===== config.mk =====
export PLATFORM = sky130hd
export DESIGN_NAME = pipeline_arbiter
export DESIGN_NICKNAME = d
export VERILOG_FILES = /design/src/rtl/pipeline_arbiter.sv
export SDC_FILE = /design/constraint.sdc
export NUM_CORES = 1
export LEC_CHECK = 0
export CAP_MARGIN = 10
export CORE_AREA = 5 5 144 146
export DETAILED_ROUTE_END_ITERATION = 16
export DIE_AREA = 0 0 149 151
export PLACE_DENSITY = 0.61
export SETUP_SLACK_MARGIN = 0.2
export SLEW_MARGIN = 20
export SYNTH_ARGS = -nofsm -noshare
export SYNTH_HDL_FRONTEND = slang
export SYNTH_SLANG_ARGS = --single-unit

===== constraint.sdc =====
create_clock -name i_clk -period 9.7 [get_ports i_clk]
set_clock_uncertainty 0.1 [all_clocks]
set_input_delay 0.97 -clock i_clk [delete_from_list [all_inputs] [get_ports i_clk]]
set_output_delay 0.97 -clock i_clk [all_outputs]
set_load 0.005 [all_outputs]

===== src/rtl/pipeline_arbiter.sv =====
// pipeline_arbiter: round-robin arbiter feeding a fixed-depth pipeline that
// carries a requester tag with every word. Supports output backpressure
// (whole-pipe stall), synchronous flush and a drain-to-halt handshake.
// Optional feature macro: PIPELINE_ARB_STALL_CNT_EN adds o_stall_cnt, a
// saturating 16-bit count of stall cycles (cleared by reset and i_flush).
module pipeline_arbiter #(
  parameter int unsigned p_width   = 32,
  parameter int unsigned p_num_req = 4,
  parameter int unsigned p_stages  = 3,
  localparam int unsigned p_tag_w  = (p_num_req > 1) ? $clog2(p_num_req) : 1
) (
  input  logic                              i_clk,
  input  logic                              i_rst,
  input  logic [p_num_req-1:0]              i_req_valid,
  input  logic [p_num_req-1:0][p_width-1:0] i_req_data,
  output logic [p_num_req-1:0]              o_req_ready,
  output logic                              o_valid,
  output logic [p_width-1:0]                o_data,
  output logic [p_tag_w-1:0]                o_tag,
  input  logic                              i_out_ready,
  input  logic                              i_flush,
  input  logic                              i_halt_req,
`ifdef PIPELINE_ARB_STALL_CNT_EN
  output logic [15:0]                       o_stall_cnt,
`endif
  output logic                              o_halted
);

  typedef enum logic [1:0] {StRun, StDrain, StHalt} state_e;

  state_e                             state_q, state_d;
  logic [p_tag_w-1:0]                 rr_ptr_q, rr_ptr_d;
  logic [p_stages-1:0]                valid_q, valid_d;
  logic [p_stages-1:0][p_tag_w-1:0]   tag_q, tag_d;
  logic [p_stages-1:0][p_width-1:0]   data_q, data_d;

  logic               stall;
  logic               grant_en;
  logic               xfer;
  logic [p_tag_w-1:0] win;
  logic [p_num_req-1:0] grant;

  assign stall    = valid_q[p_stages-1] && !i_out_ready;
  assign grant_en = !stall && (state_q == StRun) && !i_flush;

  // Round-robin search starting at rr_ptr_q; first valid requester wins.
  always_comb begin
    int unsigned cand;
    grant = '0;
    win   = '0;
    xfer  = 1'b0;
    cand  = 0;
    if (grant_en) begin
      for (int unsigned i = 0; i < p_num_req; i++) begin
        cand = 32'(rr_ptr_q) + i;
        if (cand >= p_num_req) cand = cand - p_num_req;
        if (!xfer && i_req_valid[p_tag_w'(cand)]) begin
          xfer                 = 1'b1;
          win                  = p_tag_w'(cand);
          grant[p_tag_w'(cand)] = 1'b1;
        end
      end
    end
  end

  assign o_req_ready = grant;

  // Pointer moves past the winner only when a word is actually accepted.
  always_comb begin
    rr_ptr_d = rr_ptr_q;
    if (xfer) begin
      rr_ptr_d = (win == p_tag_w'(p_num_req - 1)) ? '0 : win + 1'b1;
    end
  end

  // Pipeline advance: flush beats stall, stall freezes every stage.
  always_comb begin
    valid_d = valid_q;
    tag_d   = tag_q;
    data_d  = data_q;
    if (i_flush) begin
      valid_d = '0;
    end else if (!stall) begin
      for (int k = p_stages - 1; k > 0; k--) begin
        valid_d[k] = valid_q[k-1];
        tag_d[k]   = tag_q[k-1];
        data_d[k]  = data_q[k-1];
      end
      valid_d[0] = xfer;
      if (xfer) begin
        tag_d[0]  = win;
        data_d[0] = i_req_data[win];
      end
    end
  end

  // Drain/halt sequencing; dropping the request always returns to RUN.
  always_comb begin
    state_d = state_q;
    unique case (state_q)
      StRun:   if (i_halt_req) state_d = StDrain;
      StDrain: begin
        if (!i_halt_req)          state_d = StRun;
        else if (valid_d == '0)   state_d = StHalt;
      end
      StHalt:  if (!i_halt_req) state_d = StRun;
      default: state_d = StRun;
    endcase
  end

  // State, pointer and pipeline registers.
  always_ff @(posedge i_clk or posedge i_rst) begin
    if (i_rst) begin
      state_q  <= StRun;
      rr_ptr_q <= '0;
      valid_q  <= '0;
      tag_q    <= '0;
      data_q   <= '0;
    end else begin
      state_q  <= state_d;
      rr_ptr_q <= rr_ptr_d;
      valid_q  <= valid_d;
      tag_q    <= tag_d;
      data_q   <= data_d;
    end
  end

  assign o_valid  = valid_q[p_stages-1];
  assign o_data   = data_q[p_stages-1];
  assign o_tag    = tag_q[p_stages-1];
  assign o_halted = (state_q == StHalt);

`ifdef PIPELINE_ARB_STALL_CNT_EN
  logic [15:0] stall_cnt_q, stall_cnt_d;

  // Saturating stall counter, cleared by flush.
  always_comb begin
    stall_cnt_d = stall_cnt_q;
    if (i_flush) begin
      stall_cnt_d = '0;
    end else if (stall && (stall_cnt_q != 16'hFFFF)) begin
      stall_cnt_d = stall_cnt_q + 16'd1;
    end
  end

  // Stall counter register.
  always_ff @(posedge i_clk or posedge i_rst) begin
    if (i_rst) stall_cnt_q <= '0;
    else       stall_cnt_q <= stall_cnt_d;
  end

  assign o_stall_cnt = stall_cnt_q;
`endif

endmodule


Word level (Yosys, flattened, before mapping)
Index checks and enable logic that the tools add are counted.
{"block": "word_totals", "reg_bits": 109, "in_bits": 137, "output_inout_bits": 40, "wordCells": 117}
{"block": "op_classes", "add_sub_neg": 8, "magnitude_cmp": 13, "eq_ne": 6, "muxes": 55, "bitwise_logic": 5, "reduce_logical": 21}
{"cell": "binary-select mux 32 bit (select 2 bit)", "n": 1}
{"cell": "two-way mux 2 bit", "n": 18}
{"cell": "two-way mux 32 bit", "n": 1}
{"cell": "two-way mux 4 bit", "n": 8}
{"cell": "two-way mux 1 bit", "n": 16}
{"cell": "less-than comparator 2 x 3 -> 1 bit, second input constant", "n": 5}
{"cell": "bitwise OR 4 bit", "n": 3}
{"cell": "logical AND 1 bit", "n": 10}
{"cell": "greater-or-equal comparator 3 bit, second input constant", "n": 3}
{"cell": "binary-select mux 1 bit (select 2 bit)", "n": 4}
{"cell": "demux 1 bit (select 2 bit)", "n": 4}
{"cell": "greater-or-equal comparator 2 x 1 -> 1 bit, second input constant", "n": 4}
{"cell": "subtractor 2 x 1 -> 2 bit, second input constant", "n": 4}
{"cell": "adder 2 x 2 -> 3 bit, second input constant", "n": 2}
{"cell": "logical NOT 1 bit", "n": 6}
{"cell": "two-way mux 3 bit", "n": 2}
{"cell": "case mux 2 bit (3 select lines)", "n": 1}
{"cell": "AND reduction 3 bit", "n": 2}
{"cell": "equality test 2 bit, second input constant", "n": 2}
{"cell": "inequality test 2 bit, second input constant", "n": 2}
{"cell": "adder 2 x 1 -> 3 bit, second input constant", "n": 1}
{"cell": "greater-or-equal comparator 2 x 3 -> 1 bit, second input constant", "n": 1}
{"cell": "logical NOT 3 bit", "n": 1}
{"cell": "inequality test 3 bit, second input constant", "n": 1}
{"cell": "other kinds (5)", "n": 6}

Depth between registers and ports, before layout
{"block": "depth", "word_depth": 28, "mapped_depth": 13, "depth_no_buf": 8}

Worst setup path after synthesis
No wires, ideal clock.
{"block": "synth_timing", "path_kind": "register to output", "startpoint": "register rr_ptr_q[0]", "endpoint": "output port o_req_ready[0]", "t_arrival_ns": 2.343, "required_time_ns": 8.630, "setup_slack_ns": 6.287, "stages_incl_launch_ff": 12, "n_path_buf": 3, "path_cell_list": "dfrtp_1 -> buf_6 -> buf_2 -> inv_1 -> ha_1 -> clkbuf_1 -> mux4_2 -> nor2b_2 -> a22oi_1 -> nor2_1 -> a221oi_1 -> nor2_1"}
{"block": "synth_between", "elab_chain_len": 19, "elab_cells_between_ends": 70, "classes_between": "add/sub: 7; order compare: 12; mux: 38; bitwise: 3; reduce/logical: 10"}
{"element": "start: declaration", "line_no": "32", "source": "logic [p_tag_w-1:0] rr_ptr_q, rr_ptr_d;"}
{"element": "start signal: assignment", "line_no": "121", "source": "rr_ptr_q <= rr_ptr_d;"}
{"element": "branches (longest 17 deep; another with adder 2 x 1 -> 3 bit)"}
{"element": "two-way mux 4 bit (*)", "line_no": "57", "source": "if (!xfer && i_req_valid[p_tag_w'(cand)]) begin"}
{"element": "two-way mux 4 bit (*)", "line_no": "53", "source": "if (grant_en) begin"}
{"element": "end: declaration", "line_no": "16", "source": "output logic [p_num_req-1:0] o_req_ready,"}
Mark *: on every way between the ends. The select of a mux whose other input is x is not followed.

Worst setup path in the final report
Ends and elaborated chain as after synthesis.

==> impl_metrics.py <==
metrics = {
    "status": {
        "status": "completed",
    },
    "synthesis": {
        "syn_nets": 601,
        "async_reset_ff_frac": 1.000,
        "synth-edff-count": 0,
        "synth_xor_xnor_area_share": 0,
        "syn_avg_cell_area_um2": 12.39,
        "synth_compound_area_frac": 0.09320,
        "synthMuxAreaShare": 0.2657,
        "synthAdderAreaFrac": 0.01771,
        "yosysUniqueCellTypes": 44,
        "yosys_warnings": 0,
        "synth_simple_gate_area_share": 0.06022,
        "synthFlopType": "dfrtp_1",
        "synth_top_family_by_area": "multiplexers",
        "yosysSeqAreaShare": 0.4826,
        "synth-seq-cells": 109,
        "synthesis.area_um2": 5652,
        "syn_inst": 456,
    },
    "timing": {
        "finalSetupViolations": 0,
        "max_freq_mhz": 210.7,
        "final.setup.tns_ps": 0,
        "fin_crit_sh": 0.4893,
        "relSlewSlack": 0.3383,
        "maxSlewViolCount": 0,
        "hold_viol": 0,
        "layout_setup_ws_ps": 4954,
        "period_needed_ps": 4746,
        "rsz0062_at_grt": "false",
        "tightestPinTransition_ps": 988.8,
    },
    "setup_path": {
        "crit_path_start_kind": "flop",
        "path_class": "reg -> out",
        "crit_buf_inv": 2,
        "crit_chain": "inv_1 -> ha_1 -> and3b_1 -> a21oi_1 -> o41ai_1 -> or2_2 -> a221oi_1 -> nor2_1 -> clkdlybuf4s50_1",
        "required_ps": 8630,
        "cp_max_fo": 19,
        "cpPeakStageDelay_ps": 880,
        "cp_data_arrival_time_ps": 3680,
        "r2r_slack_ps": 5530,
        "endpoint_kind": "primary output",
        "critPathTopFamily": "flip-flops",
        "slowest_stage": "dfrtp_1",
    },
    "pwr": {
        "p_clk_frac": 0.168,
        "pwr_density_cell_nw_per_um2": 265.4,
        "p_int_mw": 1.356,
        "power_switching_uw": 673.0,
        "max-vdd-ir-drop_mv": 0.08657,
        "power.leakage_nw": 2.999,
        "comb_power_share": 0.433,
        "pwr-share-seq": 0.398,
        "p_sw_frac": 0.3316,
    },
    "clock_tree": {
        "cts.htree.levels": 3,
        "insertion_delay_ps": 340,
        "clockBufferDepth": 2,
        "clock_tree.root_cell": "clkbuf_16",
        "ctsResizeCount": 0,
        "cts_setup_buffers": 0,
        "cts_hold_buf": 0,
        "cts_tree": "built",
        "clk_pin_slew_worst_paths_ps": 70,
        "clock_sinks": 109,
        "numCtsBuffers": 9,
    },
    "floorplanning": {
        "die_h_um": 151,
        "dieWidth_um": 149,
        "start_util": 0.2933,
        "coreArea_um2": 19270,
        "die_area_um2": 22500,
        "num_rows": 51,
        "ios": 177,
    },
    "cells_and_area": {
        "final_cell_mix": "176 x clkdlybuf4s50_1, 109 x dfrtp_1, 69 x mux2i_1, 68 x mux2_2, 45 x nor2_1",
        "multi_input_area_um2": 2495,
        "nets": 731,
        "syn2layout_area_growth_pct": 35.29,
        "n_fill_cell": 1854,
        "seq_area_um2": 2728,
        "antenna_cells": 0,
        "final_common_cell": "clkdlybuf4s50_1",
        "layout-drive-gt1-share": 0.1797,
    },
    "route": {
        "postRouteAntennaNets": 0,
        "drt_iter0_markers": 89,
        "drc": 0,
        "first_pass_iters": 4,
        "drt-vias-per-instance": 4.627,
        "highest_layer": "met4",
        "dr_total_vias": 3956,
        "routed-wl-met2_um": 6476,
        "wirelength_met1_um": 6132,
        "wl_met3_um": 891,
        "wl_um": 13640,
        "avgRoutedWirePerCell_um": 15.96,
    },
    "placed_design": {
        "port_buffers": 176,
        "dp_hpwl_um": 9836,
        "place_congestion": 0.7190,
        "pre_cts_ws_ps": 5275,
    },
    "grt": {
        "grt.total_usage": 0.1196,
        "grt_overflow": 0,
        "grt_pass1_wl_um": 21420,
        "grt_max_degree": 69,
        "grt_pass1_vias": 4172,
        "antenna_found_initial": 0,
    },
    "job": {
        "maxCapViolCount": 0,
    },
    "worst_hold_path": {
        "hold_class": "reg -> reg",
    },
}
[cells by family (layout without fill, tap and decap cells)]
| kind of cell | count (synthesis) | after routing |
|---|---|---|
| and+or+nand+nor | 76 | 76 |
| adders and majority gates | 8 | 8 |
| buffers and inverters | 66 | 200 |
| AOI/OAI and AO/OA | 58 | 58 |
| muxes | 139 | 139 |
| DFF | 109 | 109 |
[worst reg2reg max path: cells and delay by family (launching register included)]
kind | cells | cell delay, ps
buffers and inverters | 2 | 980
flip-flops | 1 | 880
AO/OA/AOI/OAI | 3 | 680
multiplexers | 2 | 630
adder cells (fa/ha/maj) | 1 | 520
AND/OR/NAND/NOR | 1 | 270
[area by class of cell]
| cell class | count | share of cell area |
|---|---|---|
| Timing Repair Buffer | 181 | 0.2353 |
| Tap cell | 265 | 0.04336 |
| Multi-Input combinational cell | 281 | 0.3263 |
| Clock buffer | 11 | 0.03175 |
| Inverter | 4 | 0.002291 |
| Clock inverter | 4 | 0.004255 |
| Sequential cell | 109 | 0.3567 |
[Yosys cell counts, types with 2 or more instances]
library cell    n  share of area
and3b_1         2         0.0031
a22oi_1         4         0.0053
nand2_1        11         0.0073
buf_1           2         0.0013
buf_6           3         0.0060
buf_2           7         0.0062
clkbuf_1       11         0.0073
a221oi_1       26          0.040
o221ai_1        5         0.0077
dfrtp_1       109           0.48
nand2b_1        3         0.0033
a221oi_2        5          0.013
inv_1           4         0.0027
a21oi_1         2         0.0018
nor2b_1         3         0.0033
nor3_1          2         0.0018
nor2_1         47          0.031
o21a_1          2         0.0027
buf_8           4          0.011
a211oi_1        2         0.0027
ha_1            8          0.018
mux2i_1        69           0.12
buf_4          35          0.046
mux4_2          2         0.0080
mux2_2         68           0.14
o21ai_0         2         0.0018
[flip-flops by register name, indices dropped and copies added (netlist names)]
name,count
tag_q,4
valid_q,3
data_q,64
rr_ptr_q,2
o_data,32
o_tag,2
state_q,2
[power by group through the flow]
stage	Sequential [mW]	Combinational (mW)	Clock [mW]
after floorplan	0.761	0.694	0
final	0.808	0.879	0.342
after CTS	0.811	0.897	0.358
after detailed placement	0.818	0.893	0
after global placement	0.808	0.869	0
after global routing	0.837	0.961	0.375
[worst paths after layout]
kind	start	end	cells past startpoint
worst max register to register	rr_ptr_q[0]$_DFFE_PP0N_	data_q[15]$_DFFE_PP0P_	9
worst min-delay path	tag_q[0]$_DFFE_PP0P_	tag_q[0]$_DFFE_PP0P_	1
worst min register to register	tag_q[0]$_DFFE_PP0P_	tag_q[0]$_DFFE_PP0P_	1
max in group asynchronous	i_rst	data_q[43]$_DFFE_PP0P_	3
min in group asynchronous	i_rst	o_data[15]$_DFFE_PP0P_	2
worst max-delay path	rr_ptr_q[0]$_DFFE_PP0N_	o_req_ready[0]	9
[routing by layer]
metal,up-vias,global-route usage
met1,1925,0.1552
met3,13,0.03351
li1,1887,-
met5,-,0
met2,131,0.1978
met4,0,0.03112
[metrics by stage]
stage / instance area (um2) / power, mW / hold slack (ps) / utilization / instances
after CTS: 7646 / 2.067 / 376.3 / 0.3968 / 855
final: 7646 / 2.029 / 371.9 / 0.3968 / 855
after floorplan: 5652 / 1.455 / 343.7 / - / 456
after global routing: 7646 / 2.173 / 413.5 / 0.3968 / 855
after global placement: 7371 / 1.678 / 355.5 / 0.3825 / 840
after detailed placement: 7371 / 1.711 / 360.0 / 0.3825 / 840
No activity file was read; power rests on OpenSTA's default activity.
